==> src/rtl/relu_stream_stage.sv <==
// relu_stream_stage: AXI4-Stream ReLU stage with optional frame-length based TLAST regeneration,
// a 2-entry skid buffer on the output and a small AXI4 write-only configuration port.
// Build option: define LEAKY_RELU_EN to shift negative beats right by LEAK_SHIFT instead of
// clearing them (enables register 0x08).

module relu_stream_stage #(
  parameter int unsigned DATA_WIDTH      = 32,
  parameter int unsigned AXI_BUS_WIDTH   = 32,
  parameter int unsigned AXI_ADDR_WIDTH  = 10,
  parameter int unsigned FRAME_LEN_WIDTH = 16
) (
  input  logic                        axi_clk,
  input  logic                        axi_reset,
  input  logic                        s_axis_valid,
  output logic                        s_axis_ready,
  input  logic                        s_axis_last,
  input  logic [DATA_WIDTH-1:0]       s_axis_data,
  input  logic [AXI_BUS_WIDTH/8-1:0]  s_axis_keep,
  output logic                        m_axis_valid,
  input  logic                        m_axis_ready,
  output logic                        m_axis_last,
  output logic [DATA_WIDTH-1:0]       m_axis_data,
  output logic [AXI_BUS_WIDTH/8-1:0]  m_axis_keep,
  input  logic [AXI_ADDR_WIDTH-1:0]   s_axi_awaddr,
  input  logic                        s_axi_awvalid,
  output logic                        s_axi_awready,
  input  logic [AXI_BUS_WIDTH-1:0]    s_axi_wdata,
  input  logic                        s_axi_wvalid,
  output logic                        s_axi_wready,
  output logic                        s_axi_bvalid,
  input  logic                        s_axi_bready
);

  localparam int unsigned KeepWidth = AXI_BUS_WIDTH / 8;
  localparam logic [FRAME_LEN_WIDTH-1:0] CntOne = FRAME_LEN_WIDTH'(1);
  localparam logic [AXI_ADDR_WIDTH-1:0] AddrCtrl     = AXI_ADDR_WIDTH'(32'h00);
  localparam logic [AXI_ADDR_WIDTH-1:0] AddrFrameLen = AXI_ADDR_WIDTH'(32'h04);
  localparam logic [AXI_ADDR_WIDTH-1:0] AddrLeak     = AXI_ADDR_WIDTH'(32'h08);

  typedef enum logic [1:0] {StEmpty, StOne, StFull} skid_state_e;

  // Configuration: shadow copies take writes, active copies drive the datapath.
  logic [1:0]                 r_ctrl, r_ctrl_sh;
  logic [FRAME_LEN_WIDTH-1:0] r_frame_len, r_frame_len_sh;
  logic [FRAME_LEN_WIDTH-1:0] r_beat_cnt, w_cnt_d;
  logic                       r_bvalid, r_aw_ready;
  logic                       w_wr_en, w_bvalid_d, w_boundary;
  logic                       w_unused_wdata;

  // Stream datapath
  skid_state_e               r_state, w_state_d;
  logic                      r_s_ready;
  logic [DATA_WIDTH-1:0]     r_head_data, r_skid_data;
  logic                      r_head_last, r_skid_last;
  logic [KeepWidth-1:0]      r_head_keep, r_skid_keep;
  logic                      w_in_fire, w_out_fire;
  logic                      w_load_head_in, w_load_head_skid, w_load_skid;
  logic [DATA_WIDTH-1:0]     w_act_data, w_act_neg;
  logic                      w_in_last, w_regen, w_cnt_at_end;

`ifdef LEAKY_RELU_EN
  logic [4:0] r_leak_shift, r_leak_shift_sh;
  assign w_act_neg = $unsigned($signed(s_axis_data) >>> r_leak_shift);
`else
  assign w_act_neg = '0;
`endif

  assign w_unused_wdata = ^s_axi_wdata[AXI_BUS_WIDTH-1:FRAME_LEN_WIDTH];

  assign w_in_fire  = s_axis_valid & r_s_ready;
  assign w_out_fire = (r_state != StEmpty) & m_axis_ready;

  // Activation and TLAST are resolved on the input side so buffered beats are final.
  assign w_act_data   = (r_ctrl[0] && s_axis_data[DATA_WIDTH-1]) ? w_act_neg : s_axis_data;
  assign w_regen      = r_ctrl[1] && (r_frame_len != '0);
  assign w_cnt_at_end = (r_beat_cnt == (r_frame_len - CntOne));
  assign w_in_last    = w_regen ? w_cnt_at_end : s_axis_last;

  // Frame boundary: start of frame with no beat in flight this cycle.
  assign w_boundary = (r_beat_cnt == '0) && !w_in_fire;

  assign w_wr_en    = s_axi_awvalid & s_axi_wvalid & r_aw_ready;
  assign w_bvalid_d = w_wr_en | (r_bvalid & ~s_axi_bready);

  // Beat counter next state; held at zero whenever regeneration is inactive.
  always_comb begin
    w_cnt_d = r_beat_cnt;
    if (!w_regen) begin
      w_cnt_d = '0;
    end else if (w_in_fire) begin
      w_cnt_d = w_cnt_at_end ? '0 : r_beat_cnt + CntOne;
    end
  end

  // Skid buffer next-state and load selects.
  always_comb begin
    w_state_d        = r_state;
    w_load_head_in   = 1'b0;
    w_load_head_skid = 1'b0;
    w_load_skid      = 1'b0;
    unique case (r_state)
      StEmpty: begin
        if (w_in_fire) begin
          w_state_d      = StOne;
          w_load_head_in = 1'b1;
        end
      end
      StOne: begin
        if (w_in_fire && !w_out_fire) begin
          w_state_d   = StFull;
          w_load_skid = 1'b1;
        end else if (!w_in_fire && w_out_fire) begin
          w_state_d = StEmpty;
        end else if (w_in_fire && w_out_fire) begin
          w_load_head_in = 1'b1;
        end
      end
      StFull: begin
        if (w_out_fire) begin
          w_state_d        = StOne;
          w_load_head_skid = 1'b1;
        end
      end
      default: w_state_d = StEmpty;
    endcase
  end

  // Skid buffer storage and registered upstream ready.
  always_ff @(posedge axi_clk) begin
    if (axi_reset) begin
      r_state     <= StEmpty;
      r_s_ready   <= 1'b0;
      r_head_data <= '0;
      r_head_last <= 1'b0;
      r_head_keep <= '0;
      r_skid_data <= '0;
      r_skid_last <= 1'b0;
      r_skid_keep <= '0;
    end else begin
      r_state   <= w_state_d;
      r_s_ready <= (w_state_d != StFull);
      if (w_load_head_in) begin
        r_head_data <= w_act_data;
        r_head_last <= w_in_last;
        r_head_keep <= s_axis_keep;
      end else if (w_load_head_skid) begin
        r_head_data <= r_skid_data;
        r_head_last <= r_skid_last;
        r_head_keep <= r_skid_keep;
      end
      if (w_load_skid) begin
        r_skid_data <= w_act_data;
        r_skid_last <= w_in_last;
        r_skid_keep <= s_axis_keep;
      end
    end
  end

  // Write response handshake; write channels accept only while no response is pending.
  always_ff @(posedge axi_clk) begin
    if (axi_reset) begin
      r_bvalid   <= 1'b0;
      r_aw_ready <= 1'b0;
    end else begin
      r_bvalid   <= w_bvalid_d;
      r_aw_ready <= ~w_bvalid_d;
    end
  end

  // Shadow register writes, boundary copy into active registers, and beat counter.
  always_ff @(posedge axi_clk) begin
    if (axi_reset) begin
      r_ctrl         <= 2'b01;
      r_ctrl_sh      <= 2'b01;
      r_frame_len    <= '0;
      r_frame_len_sh <= '0;
      r_beat_cnt     <= '0;
`ifdef LEAKY_RELU_EN
      r_leak_shift    <= '0;
      r_leak_shift_sh <= '0;
`endif
    end else begin
      r_beat_cnt <= w_cnt_d;
      // Copy uses the pre-write shadow value; a same-cycle write waits for the next boundary.
      if (w_boundary) begin
        r_ctrl      <= r_ctrl_sh;
        r_frame_len <= r_frame_len_sh;
`ifdef LEAKY_RELU_EN
        r_leak_shift <= r_leak_shift_sh;
`endif
      end
      if (w_wr_en) begin
        if (s_axi_awaddr == AddrCtrl) begin
          r_ctrl_sh <= s_axi_wdata[1:0];
        end else if (s_axi_awaddr == AddrFrameLen) begin
          r_frame_len_sh <= s_axi_wdata[FRAME_LEN_WIDTH-1:0];
        end else if (s_axi_awaddr == AddrLeak) begin
`ifdef LEAKY_RELU_EN
          r_leak_shift_sh <= s_axi_wdata[4:0];
`endif
        end
      end
    end
  end

  assign s_axis_ready  = r_s_ready;
  assign m_axis_valid  = (r_state != StEmpty);
  assign m_axis_data   = r_head_data;
  assign m_axis_last   = r_head_last;
  assign m_axis_keep   = r_head_keep;
  assign s_axi_awready = r_aw_ready;
  assign s_axi_wready  = r_aw_ready;
  assign s_axi_bvalid  = r_bvalid;

endmodule

==> config.mk <==
export PLATFORM = sky130hd
export DESIGN_NAME = relu_stream_stage
export DESIGN_NICKNAME = d
export VERILOG_FILES = /design/src/rtl/relu_stream_stage.sv
export SDC_FILE = /design/constraint.sdc
export NUM_CORES = 1
export LEC_CHECK = 0
export BUFFER_PORTS_ARGS = -buffer_cell sky130_fd_sc_hd__buf_4
export CORE_MARGIN = 1
export CORE_UTILIZATION = 50
export CTS_BUF_LIST = sky130_fd_sc_hd__clkbuf_8
export CTS_CLUSTER_DIAMETER = 150
export CTS_CLUSTER_SIZE = 20
export DETAILED_ROUTE_END_ITERATION = 10
export PLACE_DENSITY_LB_ADDON = 0.12
export RECOVER_POWER = 25
export REMOVE_ABC_BUFFERS = 1
export SYNTH_ARGS = -nofsm -noshare
export SYNTH_HDL_FRONTEND = slang
export SYNTH_SLANG_ARGS = --single-unit
==> constraint.sdc <==
create_clock -name axi_clk -period 3 [get_ports axi_clk]
set_input_delay 0.6 -clock axi_clk [delete_from_list [all_inputs] [get_ports axi_clk]]
set_output_delay 0.6 -clock axi_clk [all_outputs]
set_load 0.1 [all_outputs]
==> impl_metrics.tcl <==
set metrics [dict create \
    status "complete, but fails checks" \
    violations "DRC, capacitance limit, slew limit" \
    cts.path.max_buffers 2 \
    drive_gt1_frac 0.2183 \
    n_antenna_cell 0 \
    grt_overflow_total 0 \
    min_path_type "in2reg" \
    fmax_mhz 363.8 \
    row_count 39 \
    coreArea_sq_mm 0.01152 \
    grt_max_degree 98 \
    via_per_inst 5.643 \
    drtAntennaViolNets 0 \
    syn_area_sq_mm 0.005953 \
    synth_cell_types 54 \
    dr.pass1.iters 7 \
    post-dp-hpwl_microns 9279 \
    ys_ff_latch 131 \
    totalWireLength_microns 14170 \
    fin_cells 908 \
    portBuffers 111 \
    worst_slack_ns 0.2509 \
    leakage_nw 3.178 \
    min_period_over_period 0.9164 \
    grt_pass1_wl_microns 23580 \
    endpoint_kind "flop" \
    clockRootBuffer "clkbuf_8" \
    rsz0062_at_grt "no" \
    p_per_area_mw_per_mm2 518.7 \
    period_needed_ns 2.749 \
    critical_path_arrival_ns 3.07 \
    fp.dieArea_sq_mm 0.01235 \
    first_global_vias 5009 \
    setup_viol 0 \
    grt_usage 0.2395 \
    relSlewSlack -0.2787 \
    crit_type "reg2reg" \
    post-place-cells 878 \
    worstSetupStartpointType "flop" \
    synth_edf_count 0 \
    cts_made_buffers 17 \
    fin_area_sq_mm 0.007168 \
    maxCapViolations 1 \
    routedWlPerCell_microns 15.61 \
    fin_setup_tns_ns 0 \
    ctsHoldBuffers 0 \
    grt_antenna_before_repair 0 \
    skew_ns 0.007198 \
    clk_pin_slew_worst_paths_ns 0.07 \
    fp.dieW_microns 111.1 \
    maxSlewViolCount 98 \
    worstPathMaxFanout 12 \
    cts_resized 0 \
    cts_tree "built" \
    ys.flop_type "dfxtp_1" \
    cts_sinks 131 \
    tightest_slew_ns 1.918 \
    clk_latency_ns 0.45 \
    crit_required_ns 3.32 \
    drtIter0Drc 356 \
    globalplace.congestion 0.8146 \
    async_reset_ff_frac 0 \
    pre_cts_ws_ns 0.1976 \
    start_util 0.5169 \
    syn_to_final_growth_pct 20.41 \
    postCtsSetupBuffers 0 \
    die_h_microns 111.1 \
    ys_seq_area_frac 0.4405 \
    io_pins 128 \
    syn_inst 667 \
    final_nets 843 \
    synth_warnings 0 \
    syn_avg_cell_area_sq_um 8.925 \
    hold_viol_final 0 \
    num_vias 5124 \
    ir_worst_vdd_mv 0.3694 \
    drc_errors 4 \
    htreeDepth 4 \
    dpl_cell_area_sq_mm 0.006882 \
]
## synthesized netlist by cell type, types with 2 or more instances
cell type | number | area (sq um)
a211o_1 | 2 | 17.52
a211oi_1 | 38 | 285.3
a21oi_1 | 77 | 385.4
a31oi_1 | 3 | 18.77
and2_1 | 4 | 25.02
and3_1 | 5 | 31.28
buf_1 | 3 | 11.26
buf_2 | 5 | 25.02
buf_4 | 2 | 15.01
buf_6 | 2 | 22.52
clkbuf_1 | 42 | 157.7
dfxtp_1 | 131 | 2623
ha_1 | 3 | 37.54
inv_1 | 10 | 37.54
mux2i_1 | 72 | 720.7
nand2_1 | 58 | 217.7
nand3_1 | 38 | 190.2
nand3b_1 | 3 | 22.52
nand4_1 | 5 | 31.28
nor2_1 | 65 | 244.0
nor2b_1 | 4 | 25.02
nor3_1 | 12 | 60.06
nor3_2 | 11 | 110.1
nor4_1 | 4 | 25.02
o211ai_1 | 4 | 30.03
o21ai_0 | 2 | 10.01
o31a_1 | 2 | 17.52
o32ai_1 | 2 | 17.52
or2_2 | 4 | 25.02
or3b_2 | 2 | 17.52
xnor2_1 | 12 | 105.1
xor2_1 | 18 | 157.7
## area by class of cell
| type | instances | area (sq um) |
|---|---|---|
| tap | 143 | 178.9 |
| inverter | 10 | 37.54 |
| fill | 1005 | 4348 |
| sequential | 131 | 2623 |
| clock inverter | 9 | 58.81 |
| timing repair buffer | 122 | 907.1 |
| multi-input combinational | 472 | 3074 |
| clock buffer | 21 | 289.0 |
## per-layer routing
layer,up-vias,track usage,share of wire
met5,-,0,0
met4,0,0.1108,0.022
met3,32,0.09404,0.071
met2,135,0.3958,0.49
met1,2425,0.2719,0.42
li1,2532,-,-
## kinds of logic after synthesis
group / after synthesis / share of synthesized area
AOI/OAI and AO/OA: 141 / 0.1511
xor gates and xnor gates: 30 / 0.04414
adders and majority gates: 3 / 0.006306
buffers and inverters: 64 / 0.04519
DFF: 131 / 0.4405
muxes: 72 / 0.1211
and+or+nand+nor: 226 / 0.1917
## state kept, by name, summed over array words and instances, names as in the netlist
| name | count |
|---|---|
| s_axis_ready | 1 |
| r_frame_len_sh | 16 |
| r_skid_keep | 4 |
| m_axis_keep | 4 |
| r_beat_cnt | 16 |
| r_skid_data | 32 |
| s_axi_awready | 1 |
| r_frame_len | 16 |
| r_skid_last | 1 |
| m_axis_last | 1 |
| r_ctrl | 2 |
| m_axis_data | 32 |
| r_state | 2 |
| r_ctrl_sh | 2 |
| s_axi_bvalid | 1 |
## where the power goes
part	internal, mW	switching (mW)	leakage (nW)	total [mW]
Clock	0.643	0.677	0.177	1.32
Sequential	1.78	0.0242	1.06	1.81
Combinational	0.157	0.435	1.94	0.592
Total	2.58	1.14	3.18	3.72
## path summary, 6_finish.rpt
path / start / end / slack (ns) / cells past startpoint
setup / recovery: r_frame_len[0]$_SDFFE_PP0P_ / r_beat_cnt[15]$_SDFFE_PP0P_ / 0.25 / 10
hold / removal: m_axis_ready / r_state[1]$_SDFF_PP0_ / 0.36 / 2
setup reg to reg: r_frame_len[0]$_SDFFE_PP0P_ / r_beat_cnt[15]$_SDFFE_PP0P_ / 0.25 / 10
hold reg to reg: r_skid_data[22]$_SDFFE_PP0P_ / r_skid_data[22]$_SDFFE_PP0P_ / 0.45 / 2
## critical path, stage by stage, from the launching register on
cell and delay [ns]:
dfxtp_1 0.35, inv_1 0.07, ha_1 0.19, or4b_1 0.62, nor4_4 0.30, xor2_1 0.13
o31ai_2 0.34, o211ai_4 0.20, nor3_4 0.19, buf_12 0.17, nor3_1 0.05
## cells in the final DEF, fill, tap and decap left out, types with 18 or more instances in the layout
cell type / n
dfxtp_1: 131
buf_4: 106
a21oi_1: 77
mux2i_1: 72
nor2_1: 65
nand2_1: 57
a211oi_1: 38
nand3_1: 38
clkbuf_8: 21
xor2_1: 18
## metrics by stage
step	total power [mW]	hold slack [ns]	utilization
after floorplan	2.242	0.4273	-
after global placement	2.437	0.4406	0.5976
after detailed placement	2.448	0.4453	0.5976
after CTS	3.759	0.3390	0.6278
after global routing	3.859	0.3460	0.6224
final	3.718	0.3592	0.6224
No activity file was read; power rests on OpenSTA's default activity.
